===== src/rtl/uart_pkg.sv =====
// Shared UART definitions.
// Launch FSM encoding, byte width and controller modes.
package uart_pkg;

    localparam int UART_BYTE_W = 8;

    localparam logic [1:0] MODE_TX   = 2'b00;
    localparam logic [1:0] MODE_RX   = 2'b01;
    localparam logic [1:0] MODE_TXRX = 2'b10;

    typedef enum logic [1:0] {
        ST_IDLE      = 2'd0,
        ST_LAUNCH    = 2'd1,
        ST_WAIT_BUSY = 2'd2,
        ST_WAIT_DONE = 2'd3
    } tx_state_e;

endpackage


===== src/rtl/sync_fifo.sv =====
// Circular-buffer FIFO, power-of-two depth.
// Head word is shown combinationally on dout.
module sync_fifo #(
    parameter int W     = 8,
    parameter int DEPTH = 16,
    localparam int AW   = $clog2(DEPTH)
) (
    input  logic          clk,
    input  logic          reset_n,
    input  logic          push,
    input  logic [W-1:0]  din,
    input  logic          pop,
    output logic [W-1:0]  dout,
    output logic          full,
    output logic          empty,
    output logic [AW:0]   count
);

    localparam logic [AW:0] FULL_CNT = (AW + 1)'(DEPTH);

    logic [W-1:0]  mem [DEPTH];
    logic [AW-1:0] wr_ptr;
    logic [AW-1:0] rd_ptr;
    logic          do_push;
    logic          do_pop;

    assign full    = (count == FULL_CNT);
    assign empty   = (count == '0);
    assign do_push = push && !full;
    assign do_pop  = pop && !empty;
    assign dout    = mem[rd_ptr];

    // Storage array; stale contents are harmless once count is cleared.
    always_ff @(posedge clk) begin
        if (do_push) begin
            mem[wr_ptr] <= din;
        end
    end

    // Pointers wrap naturally at DEPTH; count tracks occupancy.
    always_ff @(posedge clk or negedge reset_n) begin
        if (!reset_n) begin
            wr_ptr <= '0;
            rd_ptr <= '0;
            count  <= '0;
        end else begin
            if (do_push) begin
                wr_ptr <= wr_ptr + 1'b1;
            end
            if (do_pop) begin
                rd_ptr <= rd_ptr + 1'b1;
            end
            unique case ({do_push, do_pop})
                2'b10:   count <= count + 1'b1;
                2'b01:   count <= count - 1'b1;
                default: count <= count;
            endcase
        end
    end

endmodule


===== src/rtl/uart_tx_queue.sv =====
// Byte queue and launch sequencer ahead of the UART controller.
// Pops one byte per frame and waits for the frame to finish.
module uart_tx_queue
    import uart_pkg::*;
#(
    parameter int DEPTH        = 16,
    parameter int BUSY_TIMEOUT = 8,
    localparam int ADDR_W      = $clog2(DEPTH),
    localparam int TMO_W       = $clog2(BUSY_TIMEOUT + 1)
) (
    input  logic                   clk,
    input  logic                   reset_n,
    input  logic [UART_BYTE_W-1:0] wr_data,
    input  logic                   wr_en,
    output logic                   full,
    output logic                   empty,
    output logic [ADDR_W:0]        count,
    output logic                   overflow,
    input  logic                   ovf_clr,
    input  logic                   tx_enable,
    output logic [UART_BYTE_W-1:0] tx_data,
    output logic                   tx_start,
    input  logic                   tx_busy,
    output logic                   timeout_err
);

    localparam logic [TMO_W-1:0] TMO_LAST = TMO_W'(BUSY_TIMEOUT - 1);

    tx_state_e              state;
    tx_state_e              state_nxt;
    logic                   pop;
    logic [UART_BYTE_W-1:0] head;
    logic [TMO_W-1:0]       tmo_cnt;
    logic                   tmo_hit;

    sync_fifo #(
        .W     (UART_BYTE_W),
        .DEPTH (DEPTH)
    ) u_fifo (
        .clk     (clk),
        .reset_n (reset_n),
        .push    (wr_en),
        .din     (wr_data),
        .pop     (pop),
        .dout    (head),
        .full    (full),
        .empty   (empty),
        .count   (count)
    );

    assign tmo_hit = (tmo_cnt == TMO_LAST);

    // State register, launched byte and busy-wait counter.
    always_ff @(posedge clk or negedge reset_n) begin
        if (!reset_n) begin
            state   <= ST_IDLE;
            tx_data <= '0;
            tmo_cnt <= '0;
        end else begin
            state <= state_nxt;
            if (pop) begin
                tx_data <= head;
            end
            if (state == ST_WAIT_BUSY) begin
                tmo_cnt <= tmo_cnt + 1'b1;
            end else begin
                tmo_cnt <= '0;
            end
        end
    end

    // Sticky drop flag; a dropped write beats a same-cycle clear.
    always_ff @(posedge clk or negedge reset_n) begin
        if (!reset_n) begin
            overflow <= 1'b0;
        end else if (wr_en && full) begin
            overflow <= 1'b1;
        end else if (ovf_clr) begin
            overflow <= 1'b0;
        end
    end

    // Launch sequencing: next state, pop, start pulse, timeout pulse.
    always_comb begin
        state_nxt   = state;
        pop         = 1'b0;
        tx_start    = 1'b0;
        timeout_err = 1'b0;
        unique case (state)
            ST_IDLE: begin
                if (!empty && tx_enable && !tx_busy) begin
                    pop       = 1'b1;
                    state_nxt = ST_LAUNCH;
                end
            end
            ST_LAUNCH: begin
                tx_start  = 1'b1;
                state_nxt = ST_WAIT_BUSY;
            end
            ST_WAIT_BUSY: begin
                if (tx_busy) begin
                    state_nxt = ST_WAIT_DONE;
                end else if (tmo_hit) begin
                    timeout_err = 1'b1;
                    state_nxt   = ST_IDLE;
                end
            end
            ST_WAIT_DONE: begin
                if (!tx_busy) begin
                    state_nxt = ST_IDLE;
                end
            end
            default: state_nxt = ST_IDLE;
        endcase
    end

endmodule


===== config.mk =====
export PLATFORM = sky130hd
export DESIGN_NAME = uart_tx_queue
export DESIGN_NICKNAME = d
export VERILOG_FILES = /design/src/rtl/uart_pkg.sv /design/src/rtl/sync_fifo.sv /design/src/rtl/uart_tx_queue.sv
export SDC_FILE = /design/constraint.sdc
export NUM_CORES = 1
export LEC_CHECK = 0
export CAP_MARGIN = 25
export CORE_UTILIZATION = 50
export DETAILED_ROUTE_END_ITERATION = 10
export PLACE_DENSITY = 0.72
export REMOVE_ABC_BUFFERS = 1
export SKIP_LAST_GASP = 1
export SYNTH_ARGS = -nofsm -noshare
export SYNTH_HDL_FRONTEND = slang
export SYNTH_SLANG_ARGS = --single-unit

===== constraint.sdc =====
create_clock -name clk -period 5.61 [get_ports clk]
set_clock_uncertainty 0.1 [all_clocks]
set_input_delay 1.683 -clock clk [delete_from_list [all_inputs] [get_ports clk]]
set_output_delay 1.683 -clock clk [all_outputs]
set_load 0.03 [all_outputs]

# Word level (Yosys, flattened, before mapping)
# Memories as Yosys holds them, arrays and structs flattened. A register that Yosys moved wholly into a read port is not among the register bits.
# Index checks and enable logic that the tools add are counted.
# word_totals
inputBits,14
mem_count,1
elab_cells,53
mem_bits_rw,128
output_inout_bits,18
reg_bits,20
# memory_table
memory,words,word_bits,read_ports,rd_clocked_by_memory_dff,wr,line_no,source
u_fifo.mem,16,8,1,1,1,sync_fifo.sv:21,logic [W-1:0] mem [DEPTH];
# op_classes
n_eq_ne,10
addsub,5
n_mux,17
reduce_logical,14
# ops
cell,n
"adder 4 x 1 -> 4 bit, second input constant",3
2-to-1 mux 1 bit,10
case mux 5 bit (2 select lines),1
2-to-1 mux 2 bit,4
case mux 2 bit (4 select lines),1
"== test 2 bit, second input constant",3
"adder 5 x 1 -> 5 bit, second input constant",1
"== test 5 bit, second input constant",1
logical AND 1 bit,5
zero test 5 bit,1
"subtractor 5 x 1 -> 5 bit, second input constant",1
"== test 2 x 1 -> 1 bit, second input constant",2
"== test 4 x 3 -> 1 bit, second input constant",1
zero test 1 bit,4
2-to-1 mux 4 bit,1
"!= test 2 bit, second input constant",2
nonzero test 2 bit,2
"!= test 3 bit, second input constant",1
AND reduction 3 bit,1
zero test 2 bit,1

# Logic depth before layout (Yosys ltp)
# depth
word_depth,9
depth_mapped,9
mapped_depth_nobuf,9

# By module
# Synthesis repeated with hierarchy kept, for this count alone.
# unflattened
cells_unflattened,377
area_unflattened_um2,6386.1
# by_module_without_submodules
module,area_per_inst_um2,instances,seq_area_each_um2,cells_per_inst
sync_fifo,5779.3,1,4169.0,332
uart_tx_queue,606.8,1,375.4,45

# Worst setup path before layout
# No wires, ideal clock.
# synth_path
path_type,input to output
startpoint,input port tx_busy
endpoint,output port timeout_err
path_buffers,0
arrival_ps,2681
path_stages,1
required_ps,3827
setup_slack_ps,1146
cell_sequence,nor4_1
# synth_via
elab_chain_len,2
# synth_rtl
item,line_no,source
from (decl),uart_tx_queue.sv:23,"input logic tx_busy,"
2-to-1 mux 1 bit,uart_tx_queue.sv:101,if (tx_busy) begin
2-to-1 mux 1 bit,uart_tx_queue.sv:89,unique case (state)
to (decl),uart_tx_queue.sv:24,output logic timeout_err
# No other way between the ends.

# Worst setup path after layout
# Ends and elaborated chain as after synthesis.

==> impl_metrics.py <==
metrics = {
    "detailed_routing": {
        "wl_per_cell_um": 21.0,
        "vias": 3127,
        "route.detailed.drc": 0,
        "dr.pass1.iters": 4,
        "drt-initial-drc-count": 255,
        "ant_nets": 0,
        "viasPerCell": 5.66,
        "drt-total-wl_um": 11600,
    },
    "global_route": {
        "grt_antenna_before_repair": 0,
        "overflow": 0,
        "grt_pass1_wl_um": 18100,
        "grt_max_degree": 36,
        "grt_util_all_layers": 0.197,
        "grt_pass1_vias": 3214,
    },
    "worst_setup_path": {
        "endpoint": "timeout_err",
        "cp_slowest_cell": "clkdlybuf4s50_1",
        "critPathLaunch": "tx_busy",
        "cpLargestDelayFamily": "buffers and inverters",
        "crit_arrival_ns": 3.17,
        "reg2reg_slack_ns": 2.59,
        "rr_worst_depth": 8,
        "crit_path_end_kind": "output pin",
        "rr_startpoint": "u_fifo.count[0]",
        "crit_required_ns": 3.83,
        "path_common_cell": "clkdlybuf4s50_1",
        "cp.depth": 3,
        "critPathKind": "in -> out",
        "slowest_delay_ns": 0.71,
        "r2r-end": "u_fifo.count[4]",
        "setup.worst_path.start_class": "primary input",
        "cp_max_fo": 4,
        "crit_chain": "clkdlybuf4s50_1, nor4_1, clkdlybuf4s50_1",
        "critPathBufInv": 2,
    },
    "flow_run": {
        "maxCapViolCount": 0,
    },
    "timing": {
        "hold_viol": 0,
        "slew_headroom": 0.465,
        "finalSetupViolations": 0,
        "max_freq_mhz": 202,
        "fin_crit_sh": 0.882,
        "slew_viol_final": 0,
        "tightest_slew_ns": 0.800,
        "rsz0062_at_grt": "no",
        "period_needed_ns": 4.95,
        "tns_ns": 0,
    },
    "clock_tree": {
        "numCtsBuffers": 17,
        "cts_setup_buffers": 0,
        "h-tree-depth": 4,
        "postCtsResizedCells": 0,
        "postCtsHoldBufs": 0,
        "root_buffer": "clkbuf_16",
        "clock_latency_ns": 0.41,
        "clkTransAtPathRegs_ns": 0.06,
        "cts_max_path_buffers": 2,
        "numClockSinks": 156,
        "tritoncts": "yes",
    },
    "cells_and_area": {
        "finish.net_count": 396,
        "drive_above_1_share": 0.195,
        "area_delta_synth_final_pct": 15.5,
        "fin_area_sq_um": 7350,
        "diodes": 0,
    },
    "power": {
        "ir_drop_uv": 247,
        "leakage_nw": 2.52,
        "power_mw": 3.71,
        "power_density_nw_per_um2": 504,
    },
    "synth": {
        "synth_top_area_share": 0.604,
        "ys_top_cells_by_area": "edfxtp_1, dfrtp_1, mux4_2",
        "synth_seq_area_share": 0.714,
        "yosysTopAreaCell": "edfxtp_1",
        "yosys_warnings": 0,
        "synth_area_sq_um": 6360,
        "synth_ff_type": "edfxtp_1",
        "syn_area_per_cell_sq_um": 19.3,
        "syn_inst": 330,
        "ys_types": 44,
        "synth_seq_cells": 156,
        "async_flop_share": 0.179,
        "synth.most_common_cell": "edfxtp_1",
        "synth_edf_count": 128,
        "synth_common_cells": "edfxtp_1, dfrtp_1, mux4_2, nor2_1, mux4_1",
    },
    "placed_design": {
        "port_buffers": 31,
        "hpwl_um": 7020,
        "dpl_cell_area_sq_um": 6800,
        "place.gp.congestion": 0.715,
    },
    "min_path": {
        "hp-class": "reg -> reg",
    },
    "floorplan": {
        "rows": 40,
        "core_sq_um": 12200,
        "die_area_sq_um": 13200,
        "die_w_um": 115,
        "ios": 32,
        "die_h_um": 115,
        "start_util": 0.521,
    },
    "status": {
        "outcome": "complete, no violations",
    },
}
==> through the flow <==
| stage | setup slack (ns) | util | instances | hold slack (ns) |
|---|---|---|---|---|
| after floorplan | 1.15 | - | 314 | 0.333 |
| after global placement | 0.673 | 0.557 | 520 | 0.350 |
| after detailed placement | 0.648 | 0.557 | 520 | 0.362 |
| after CTS | 0.647 | 0.602 | 552 | 0.371 |
| after global routing | 0.622 | 0.602 | 552 | 0.398 |
| final | 0.662 | 0.602 | 552 | 0.366 |
==> worst reg2reg max path, delay by kind of cell, from the launching register on <==
| family | cells | cell delay (ns) |
|---|---|---|
| flip-flops | 1 | 0.46 |
| XOR/XNOR | 1 | 0.14 |
| AND/OR/NAND/NOR | 1 | 0.61 |
| adder cells (fa/ha/maj) | 2 | 0.75 |
| multiplexers | 1 | 0.23 |
| AO/OA/AOI/OAI | 3 | 0.67 |
==> state kept, by name (all words and copies together) (netlist names) <==
| register | count |
|---|---|
| u_fifo.mem | 128 |
| tx_data | 8 |
| u_fifo.count | 5 |
| tmo_cnt | 4 |
| u_fifo.rd_ptr | 4 |
| u_fifo.wr_ptr | 4 |
| state | 2 |
| overflow | 1 |
==> report_power, final <==
part	total, mW	leakage, nW	switching, mW	internal [mW]
Combinational	1.07	0.754	0.574	0.499
Sequential	1.58	1.49	0.138	1.44
Clock	1.05	0.269	0.447	0.606
Total	3.71	2.52	1.16	2.55
==> area by class of cell <==
type                       count  area, sq um
sequential                   156         4550
tap                          168          210
inverter                       6         22.5
timing repair buffer          38          363
fill                         893         4860
multi-input combinational    152         1660
clock inverter                12         85.1
clock buffer                  20          468
==> how the worst min path moves through the flow <==
| stage | start | slack, ns | cells past startpoint | to |
|---|---|---|---|---|
| after global placement | tmo_cnt[0] | 0.35 | 1 | tmo_cnt[0] |
| after global routing | tmo_cnt[0] | 0.40 | 1 | tmo_cnt[0] |
| after detailed placement | tmo_cnt[0] | 0.36 | 1 | tmo_cnt[0] |
| after CTS | tmo_cnt[0] | 0.37 | 1 | tmo_cnt[0] |
| final | tmo_cnt[0] | 0.37 | 1 | tmo_cnt[0] |
| after floorplan | tmo_cnt[0] | 0.33 | 1 | tmo_cnt[0] |
==> layout by cell type (no fill, tap or decap), types with 2 or more instances in the layout <==
cell,instances
a21o_1,3
a21oi_1,10
buf_4,7
clkbuf_16,18
clkdlybuf4s50_1,31
clkinv_2,3
clkinvlp_4,3
dfrtp_1,27
edfxtp_1,128
ha_1,10
inv_1,5
inv_4,2
inv_6,3
mux2_1,2
mux2_2,8
mux4_1,14
mux4_2,18
nand2_1,10
nand2b_1,5
nand4_1,2
nor2_1,18
nor2b_1,2
nor3_1,4
nor4_1,2
o21ai_0,2
o21ai_1,2
o22ai_1,13
o22ai_2,3
xnor2_1,10
xor2_1,2
==> cells by family after synthesis <==
| logic type | Yosys count | synth area share |
|---|---|---|
| DFF | 156 | 0.714 |
| and+or+nand+nor | 48 | 0.0374 |
| muxes | 43 | 0.141 |
| AOI/OAI and AO/OA | 38 | 0.0431 |
| buffers and inverters | 22 | 0.0254 |
| xor gates and xnor gates | 12 | 0.0165 |
| adders and majority gates | 11 | 0.0228 |
==> routing by layer <==
metal | GRT usage | vias up | wire, um
met5 | 0 | - | 0
met4 | 0.0814 | 0 | 234
met3 | 0.0459 | 17 | 627
met2 | 0.314 | 92 | 5700
met1 | 0.265 | 1613 | 5040
li1 | - | 1405 | -
Note: power is estimated with default switching activity, not from simulation.
